## src/rtl/serial_alu_pkg.sv

```systemverilog
// rtl/serial_alu_pkg.sv - shared encodings for the serial add/subtract scheduler
package serial_alu_pkg;

  typedef enum logic [1:0] {
    IDLE  = 2'd0,
    SHIFT = 2'd1,
    DONE  = 2'd2
  } state_t;

  localparam logic OP_ADD = 1'b0;
  localparam logic OP_SUB = 1'b1;

endpackage

```

## src/rtl/serial_addsub_dp.sv

```systemverilog
// rtl/serial_addsub_dp.sv - bit-serial add/subtract datapath, LSB first
module serial_addsub_dp
  import serial_alu_pkg::*;
#(
  parameter int N = 8
) (
  input  logic         Clock,
  input  logic         Reset,
  input  logic         Load,
  input  logic         Shift,
  input  logic         OpSub,
  input  logic [N-1:0] A,
  input  logic [N-1:0] B,
  output logic [N-1:0] Result,
  output logic         CarryOut,
  output logic         Overflow
);

  logic [N-1:0] a_sr;
  logic [N-1:0] b_sr;
  logic [N-1:0] r_sr;
  logic         carry;
  logic         cin_msb;
  logic         sum;

  assign sum = a_sr[0] ^ b_sr[0] ^ carry;

  // Load operands (B inverted, carry preset for subtract), then shift one bit per edge.
  // cin_msb follows the carry into each stage, so after the last shift it holds the
  // carry into the MSB and stops changing once shifting ends.
  always_ff @(posedge Clock or posedge Reset) begin
    if (Reset) begin
      a_sr    <= '0;
      b_sr    <= '0;
      r_sr    <= '0;
      carry   <= 1'b0;
      cin_msb <= 1'b0;
    end else if (Load) begin
      a_sr  <= A;
      b_sr  <= OpSub ? ~B : B;
      carry <= OpSub;
    end else if (Shift) begin
      a_sr    <= a_sr >> 1;
      b_sr    <= b_sr >> 1;
      r_sr    <= {sum, r_sr[N-1:1]};
      carry   <= (a_sr[0] & b_sr[0]) | (a_sr[0] & carry) | (b_sr[0] & carry);
      cin_msb <= carry;
    end
  end

  assign Result   = r_sr;
  assign CarryOut = carry;
  assign Overflow = carry ^ cin_msb;

endmodule

```

## src/rtl/serial_alu_sched.sv

```systemverilog
// rtl/serial_alu_sched.sv - round-robin scheduler sharing one serial add/subtract datapath
module serial_alu_sched
  import serial_alu_pkg::*;
#(
  parameter int N = 8
) (
  input  logic         Clock,
  input  logic         Reset,
  input  logic [1:0]   ReqValid,
  input  logic [1:0]   ReqOp,
  input  logic [N-1:0] ReqA0,
  input  logic [N-1:0] ReqB0,
  input  logic [N-1:0] ReqA1,
  input  logic [N-1:0] ReqB1,
  output logic [1:0]   ReqReady,
  output logic [N-1:0] Result,
  output logic         CarryOut,
  output logic         Overflow,
  output logic         ResultId,
  output logic         ResultValid,
  input  logic         ResultAck
);

  localparam int CW = $clog2(N + 1);

  state_t        state;
  state_t        state_nxt;
  logic [CW-1:0] count;
  logic          ptr;
  logic          grant;
  logic          load;
  logic          shift;
  logic          op_sub;
  logic [N-1:0]  a_sel;
  logic [N-1:0]  b_sel;

  assign a_sel  = grant ? ReqA1 : ReqA0;
  assign b_sel  = grant ? ReqB1 : ReqB0;
  assign op_sub = ((grant ? ReqOp[1] : ReqOp[0]) == OP_SUB);

  // State register.
  always_ff @(posedge Clock or posedge Reset) begin
    if (Reset) state <= IDLE;
    else       state <= state_nxt;
  end

  // Next state, grant and datapath controls; ready is gated by Reset so it reads 0 during reset.
  always_comb begin
    state_nxt = state;
    ReqReady  = 2'b00;
    grant     = 1'b0;
    load      = 1'b0;
    shift     = 1'b0;
    case (state)
      IDLE: begin
        grant = (&ReqValid) ? ptr : ~ReqValid[0];
        if (|ReqValid && !Reset) begin
          ReqReady[grant] = 1'b1;
          load            = 1'b1;
          state_nxt       = SHIFT;
        end
      end
      SHIFT: begin
        shift = 1'b1;
        if (count == CW'(1)) state_nxt = DONE;
      end
      DONE: begin
        if (ResultAck) state_nxt = IDLE;
      end
      default: state_nxt = IDLE;
    endcase
  end

  // Shift counter, round-robin pointer, result owner and result-valid flag.
  always_ff @(posedge Clock or posedge Reset) begin
    if (Reset) begin
      count       <= '0;
      ptr         <= 1'b0;
      ResultId    <= 1'b0;
      ResultValid <= 1'b0;
    end else begin
      if (load) begin
        count    <= CW'(N);
        ptr      <= ~grant;
        ResultId <= grant;
      end
      if (shift) begin
        count <= count - CW'(1);
        if (count == CW'(1)) ResultValid <= 1'b1;
      end
      if (state == DONE && ResultAck) ResultValid <= 1'b0;
    end
  end

  serial_addsub_dp #(.N(N)) u_dp (
    .Clock    (Clock),
    .Reset    (Reset),
    .Load     (load),
    .Shift    (shift),
    .OpSub    (op_sub),
    .A        (a_sel),
    .B        (b_sel),
    .Result   (Result),
    .CarryOut (CarryOut),
    .Overflow (Overflow)
  );

endmodule

```

## config.mk

```make
export PLATFORM = sky130hd
export DESIGN_NAME = serial_alu_sched
export DESIGN_NICKNAME = d
export VERILOG_FILES = /design/src/rtl/serial_alu_pkg.sv /design/src/rtl/serial_addsub_dp.sv /design/src/rtl/serial_alu_sched.sv
export SDC_FILE = /design/constraint.sdc
export NUM_CORES = 1
export LEC_CHECK = 0
export CORE_AREA = 3 3 69 71
export DETAILED_ROUTE_END_ITERATION = 16
export DIE_AREA = 0 0 72 74
export GPL_TIMING_DRIVEN = 0
export HOLD_SLACK_MARGIN = 0.1
export PLACE_DENSITY = 0.77
export SETUP_SLACK_MARGIN = 0.1
export SLEW_MARGIN = 20
export SYNTH_ARGS = -nofsm -noshare
export SYNTH_HDL_FRONTEND = slang
export SYNTH_HIERARCHICAL = 1
export SYNTH_SLANG_ARGS = --single-unit
export TNS_END_PERCENT = 1
```

## constraint.sdc

```tcl
create_clock -name Clock -period 2.1 [get_ports Clock]
set_input_delay 0.525 -clock Clock [delete_from_list [all_inputs] [get_ports Clock]]
set_output_delay 0.525 -clock Clock [all_outputs]
set_load 0.05 [all_outputs]
```

==> run summary, run 1 <==
IO Count = 53
HPWL after detailed placement = 2650 um
Vias in the first global route = 1,375
Initial Util = 46.5%
Slew Limit Fails = 0
CTS tree = yes
CTS buffer count = 5
Post-synthesis xor/xnor area fraction = 4.83%
Cell chain of the critical path = clkdlybuf4s50_1
Largest net degree at the start of global routing = 27
Peak VDD IR = 568 uV
CP Buf/Inv Count = 1
Crit path kind = reg -> out
CTS root buffer = clkbuf_8
Worst skew pair latency = 0.28 ns
Diode count = 0
Fin area = 2700 um2
Critical-path maximum fanout = 3
Slew HR = 38.1%
Multiplexer share of the synthesized area = 29.3%
Yosys warnings = 6
Grt total ovfl = 0
Max_cap viols = 0
Post-Synth Simple-Gate Area = 7.65%
Die height = 74 um
Largest family of logic cells by synthesized area = multiplexers
Leakage = 1.30 nW
Share of flip-flops with an asynchronous set or reset = 100%
Cell Area, Placed = 2580 um2
HP Class = in -> async
Total die area = 5330 um2
Syn_nets = 206
Core Region = 4290 um2
Min cycle time layout = 1.98 ns
Via count = 1,385
Critical path's slowest cell = clkdlybuf4s50_1
Setup crit start kind = flop
Sequential area share after synthesis = 43.9%
Clock transition at the registers of the reported paths = 0.07 ns
Routed WL = 3520 um
Area grow syn2layout = 35.0%
Fmax = 0.505 GHz
Adder and majority gate portion of the synthesized area = 2.26%
Post-synth top cells = dfrtp_1, mux2i_1, mux2_4, nand2_1, o21ai_0
Reg area = 876 um2
Synth top area share = 43.9%
Ys flop type = dfrtp_1
Count leader, synth = dfrtp_1
Area of the multi-input gates = 1010 um2
Unrepaired setup endpoints after global routing = yes
Synth Area per Inst = 12.2 um2
Clock sink count = 35
Initial antenna violation count = 0
P per Cell Area = 1460 nW/um2
RePlAce Congestion = 0.720
Number of synthesized flops with an enable pin = 0
GRT Util Overall = 14.6%
Post-DRT Antenna Nets = 0
Synthesis-stage register bit count = 35
Finished Layout Cells = 278
Met3 routed WL = 185 um
Clk_skew = 0.00305 ns
Worst-Margin Slew = 0.923 ns
DR DRC count = 0
Cell variety after synth = 30
DR pass1 iterations = 4
Synth area leader = dfrtp_1
R2r setup slk = 0.30 ns
Die Wd = 72 um
First-pass GRT wire length = 6030 um
Fin nets = 267
Cell row count = 24
Initial DRC Count = 48
Crit path arrival time = 1.45 ns
Main area contributors after synthesis = dfrtp_1, mux2_4, mux2i_1, mux2_2, xnor2_1
H-tree depth = 2
Clk buf depth = 2
Met1 wire length = 1570 um
Status = completed
Tcrit/Tclk final = 94.2%
Gate Count Post-Synth = 164
IO Port Bufs = 52
DR top layer = met4
Critical Path Sink Type = primary output
Per-cell routed wire length = 12.7 um
WL met2 = 1730 um
CP delay by family, top = buffers and inverters
Dpl cells = 268
WP data required = 1.57 ns
Filler cell count = 346
Final setup viols = 0
Post-CTS Hold Fix Bufs = 0
Synth Cell Area = 2000 um2
Compound-Gate Fraction of Synth Area = 6.21%
Hold Fails Final Rpt = 0
Via density = 4.98
Share of layout cells above drive strength 1 = 23.0%
Peak per-stage delay on the critical path = 0.81 ns
## flip-flops by register name, summed over array words and instances, names as in the netlist
| name | count |
|---|---|
| u_dp/Result | 8 |
| u_dp/a_sr | 8 |
| u_dp/b_sr | 8 |
| count | 4 |
| state | 2 |
| ResultId | 1 |
| ResultValid | 1 |
| ptr | 1 |
| u_dp/CarryOut | 1 |
| u_dp/cin_msb | 1 |
## logic make-up after synthesis
group	after synthesis
flip-flops	35
multiplexers	48
buffers and inverters	16
AND/OR/NAND/NOR	30
XOR/XNOR	11
adder cells (fa/ha/maj)	3
AO/OA/AOI/OAI	21
## layout make-up
cell class,count,area share [%]
Timing Repair Buffer,54,19.8
Sequential cell,35,32.5
Tap cell,52,2.41
Clock buffer,7,2.83
Clock inverter,1,0.186
Buffer,9,3.62
Multi-Input combinational cell,113,37.7
Inverter,7,0.975
## through the flow
step	worst slack [ns]	util (%)	total power, mW	hold WS (ns)	TNS [ns]
after floorplan	0.0722	-	2.99	0.353	0
after global placement	-0.920	60.2	3.50	0.476	-14.36
after detailed placement	-0.918	60.2	3.54	0.482	-14.28
after CTS	-0.0413	62.3	3.98	0.497	-0.0413
after global routing	0.0756	62.8	4.22	0.287	0
final	0.121	62.8	3.94	0.266	0
## per-layer routing
layer / GRT usage [%] / up-vias
met2: 24.3 / 38
met3: 3.78 / 5
li1: - / 684
met4: 6.26 / 0
met5: 0 / -
met1: 18.0 / 658
## power breakdown
group | switching [mW] | total (mW) | internal [mW]
Combinational | 1.13 | 2.26 | 1.13
Clock | 0.219 | 0.451 | 0.232
Sequential | 0.232 | 1.23 | 0.994
Total | 1.58 | 3.94 | 2.36
## cells in the final DEF, fill, tap and decap left out, types with 3 or more instances in the layout
master,Yosys,final
clkdlybuf4s50_1,0,40
dfrtp_1,35,35
mux2i_1,22,22
mux2_4,19,19
nand2_1,12,12
o21ai_0,12,11
buf_6,5,8
xnor2_1,8,8
mux2_2,7,7
dlygate4sd2_1,0,7
nor2_1,6,6
inv_1,7,5
clkbuf_8,0,5
xor2_1,3,3
nand2b_1,3,3
## repair_timing
item / 4_1_cts / 5_1_grt
resized for setup: 27 / 4
pin swaps: 0 / 2
endpoints found under the setup margin: 34 / 21
setup buffers: 0 / 2
## worst paths after layout
check | from | to | depth (start not counted)
worst max register to register | state[0]$_DFFE_PP0P_ | u_dp/cin_msb$_DFFE_PP0P_ | 7
worst max-delay path | u_dp/Result[5]$_DFFE_PP0P_ | Result[5] | 1
worst min-delay path | Reset | ResultId$_DFFE_PP0P_ | 2
worst min register to register | ResultId$_DFFE_PP0P_ | ResultId$_DFFE_PP0P_ | 1
min in group Clock | ResultId$_DFFE_PP0P_ | ResultId$_DFFE_PP0P_ | 1
max in group asynchronous | Reset | u_dp/Result[0]$_DFFE_PP0P_ | 2
Power figures use the tool's default switching activity.
==> run 2, diff against run 1 <==
--- a/config.mk
+++ b/config.mk
@@ -17,4 +17,4 @@
 export SYNTH_HDL_FRONTEND = slang
 export SYNTH_HIERARCHICAL = 1
 export SYNTH_SLANG_ARGS = --single-unit
-export TNS_END_PERCENT = 1
+export TNS_END_PERCENT = 50
==> run 2 against run 1 <==
Sequential share of layout area grew 0.060 points. Final area decreased by 0.19%. Critical path type unchanged. Critical endpoint is now Result[6]. Sequential power about the same. Die area stayed put. Clock power hardly changed.
==> run summary, run 2 (same netlist as run 1, synthesis figures left out) <==
Status = completed
Vias in the first global route = 1,385 (+0.73%)
DR DRC count = 0 (unchanged)
Crit path arrival time = 1.45 ns (about the same)
Setup crit start kind = flop
Clk_skew = 0.00302 ns (-0.0000262 ns)
Fin area = 2690 um2 (-0.19%)
WP data required = 1.57 ns (about the same)
Die Wd = 72 um (unchanged)
H-tree depth = 2 (unchanged)
Critical Path Sink Type = primary output
Diode count = 0 (unchanged)
Core Region = 4290 um2 (unchanged)
Peak per-stage delay on the critical path = 0.81 ns (about the same)
CTS root buffer = clkbuf_8
Die height = 74 um (unchanged)
Largest net degree at the start of global routing = 27 (unchanged)
Critical-path maximum fanout = 3 (unchanged)
Total die area = 5330 um2 (unchanged)
Critical path's slowest cell = clkdlybuf4s50_1
CTS buffer count = 5 (unchanged)
CP Buf/Inv Count = 1 (unchanged)
Fmax = 0.506 GHz (+0.21%)
Clock sink count = 35 (unchanged)
Routed WL = 3520 um (about the same)
P per Cell Area = 1460 nW/um2 (-0.13%)
Grt total ovfl = 0 (unchanged)
Initial DRC Count = 62 (+29%)
HP Class = in -> async
Power, Total = 3.93 mW (-0.32%)
Per-cell routed wire length = 12.7 um (about the same)
IO Port Bufs = 52 (unchanged)
Commonest non-fill, non-tap cells in the layout = clkdlybuf4s50_1, dfrtp_1, mux2i_1
Crit path kind = reg -> out
Clock transition at the registers of the reported paths = 0.07 ns (about the same)
Worst skew pair latency = 0.28 ns (about the same)
Hold Fails Final Rpt = 0 (unchanged)
Min cycle time layout = 1.97 ns (-0.00405 ns)
Cell row count = 24 (unchanged)
Share of layout cells above drive strength 1 = 23.5% (+0.44 points)
Tcrit/Tclk final = 94.0% (-0.19 points)
Most common cell after layout, fill and taps aside = clkdlybuf4s50_1
CP delay by family, top = buffers and inverters
Slew HR = 38.3% (+0.26 points)
Area grow syn2layout = 34.8%
Fin nets = 267 (unchanged)
Slew Limit Fails = 0 (unchanged)
Cell Area, Placed = 2580 um2 (unchanged)
GRT Util Overall = 14.6% (+0.029 points)
CTS tree = yes
Via count = 1,382 (-0.22%)
RePlAce Congestion = 0.720 (unchanged)
Clk buf depth = 2 (unchanged)
Worst-Margin Slew = 0.919 ns (-0.00386 ns)
First-pass GRT wire length = 6040 um (+0.23%)
Via density = 4.97 (-0.22%)
Post-DRT Antenna Nets = 0 (unchanged)
DR pass1 iterations = 4 (unchanged)
IO Count = 53 (unchanged)
Initial Util = 46.5% (unchanged)
Leakage = 1.30 nW (+0.17%)
Final setup viols = 0 (unchanged)
Peak VDD IR = 545 uV (-4.1%)
Unrepaired setup endpoints after global routing = yes
Initial antenna violation count = 0 (unchanged)
Max_cap viols = 0 (unchanged)
HPWL after detailed placement = 2650 um (unchanged)
Cell chain of the critical path = clkdlybuf4s50_1
==> run 2: metal layers <==
layer  wire [um]  track usage (%)  up-vias
li1            -                -      685
met1        1570             18.0      654
met2        1740             24.4       38
met3         176             3.78        5
met4          42             6.26        0
met5           0                0        -
==> run 2: report_power, final <==
part / switching (mW) / internal, mW
Combinational: 1.13 / 1.12
Sequential: 0.232 / 0.994
Clock: 0.219 / 0.232
Total: 1.58 / 2.34
==> run 2: path summary, 6_finish.rpt <==
path / start / end / slack [ns] / cells after the start
max reg2reg: state[0]$_DFFE_PP0P_ / u_dp/b_sr[7]$_DFFE_PP0P_ / 0.28 / 6
min in group Clock: ResultId$_DFFE_PP0P_ / ResultId$_DFFE_PP0P_ / 0.49 / 1
max in group asynchronous: Reset / u_dp/Result[0]$_DFFE_PP0P_ / 1.20 / 2
min reg2reg: ResultId$_DFFE_PP0P_ / ResultId$_DFFE_PP0P_ / 0.49 / 1
max: u_dp/Result[6]$_DFFE_PP0P_ / Result[6] / 0.13 / 1
min: Reset / ResultId$_DFFE_PP0P_ / 0.34 / 2
==> run 2: final cells by class <==
type,count,area [um2]
fillers,347,1600
multi-input cells,113,1010
flip-flops and latches,35,876
repair buffers,54,533
plain buffers,9,93.8
clock buffers,7,76.3
well taps,52,65.1
inverters,7,26.3
clock inverters,1,5.00
==> run 2: timing repair <==
item	CTS	global route
resized for setup	28	7
buffers inserted	0	2
pin swaps	0	1
endpoints found under the setup margin	34	10
hold buffers	0	0
==> run 2: through the flow <==
stage	hold slack, ns	setup TNS [ns]	utilization (%)	instances	worst slack, ns
after floorplan	0.353	0	-	164	0.0722
after global placement	0.476	-14.36	60.2	268	-0.920
after detailed placement	0.482	-14.28	60.2	268	-0.918
after CTS	0.378	0	62.2	276	0.100
after global routing	0.361	0	62.6	278	0.0792
final	0.336	0	62.6	278	0.126
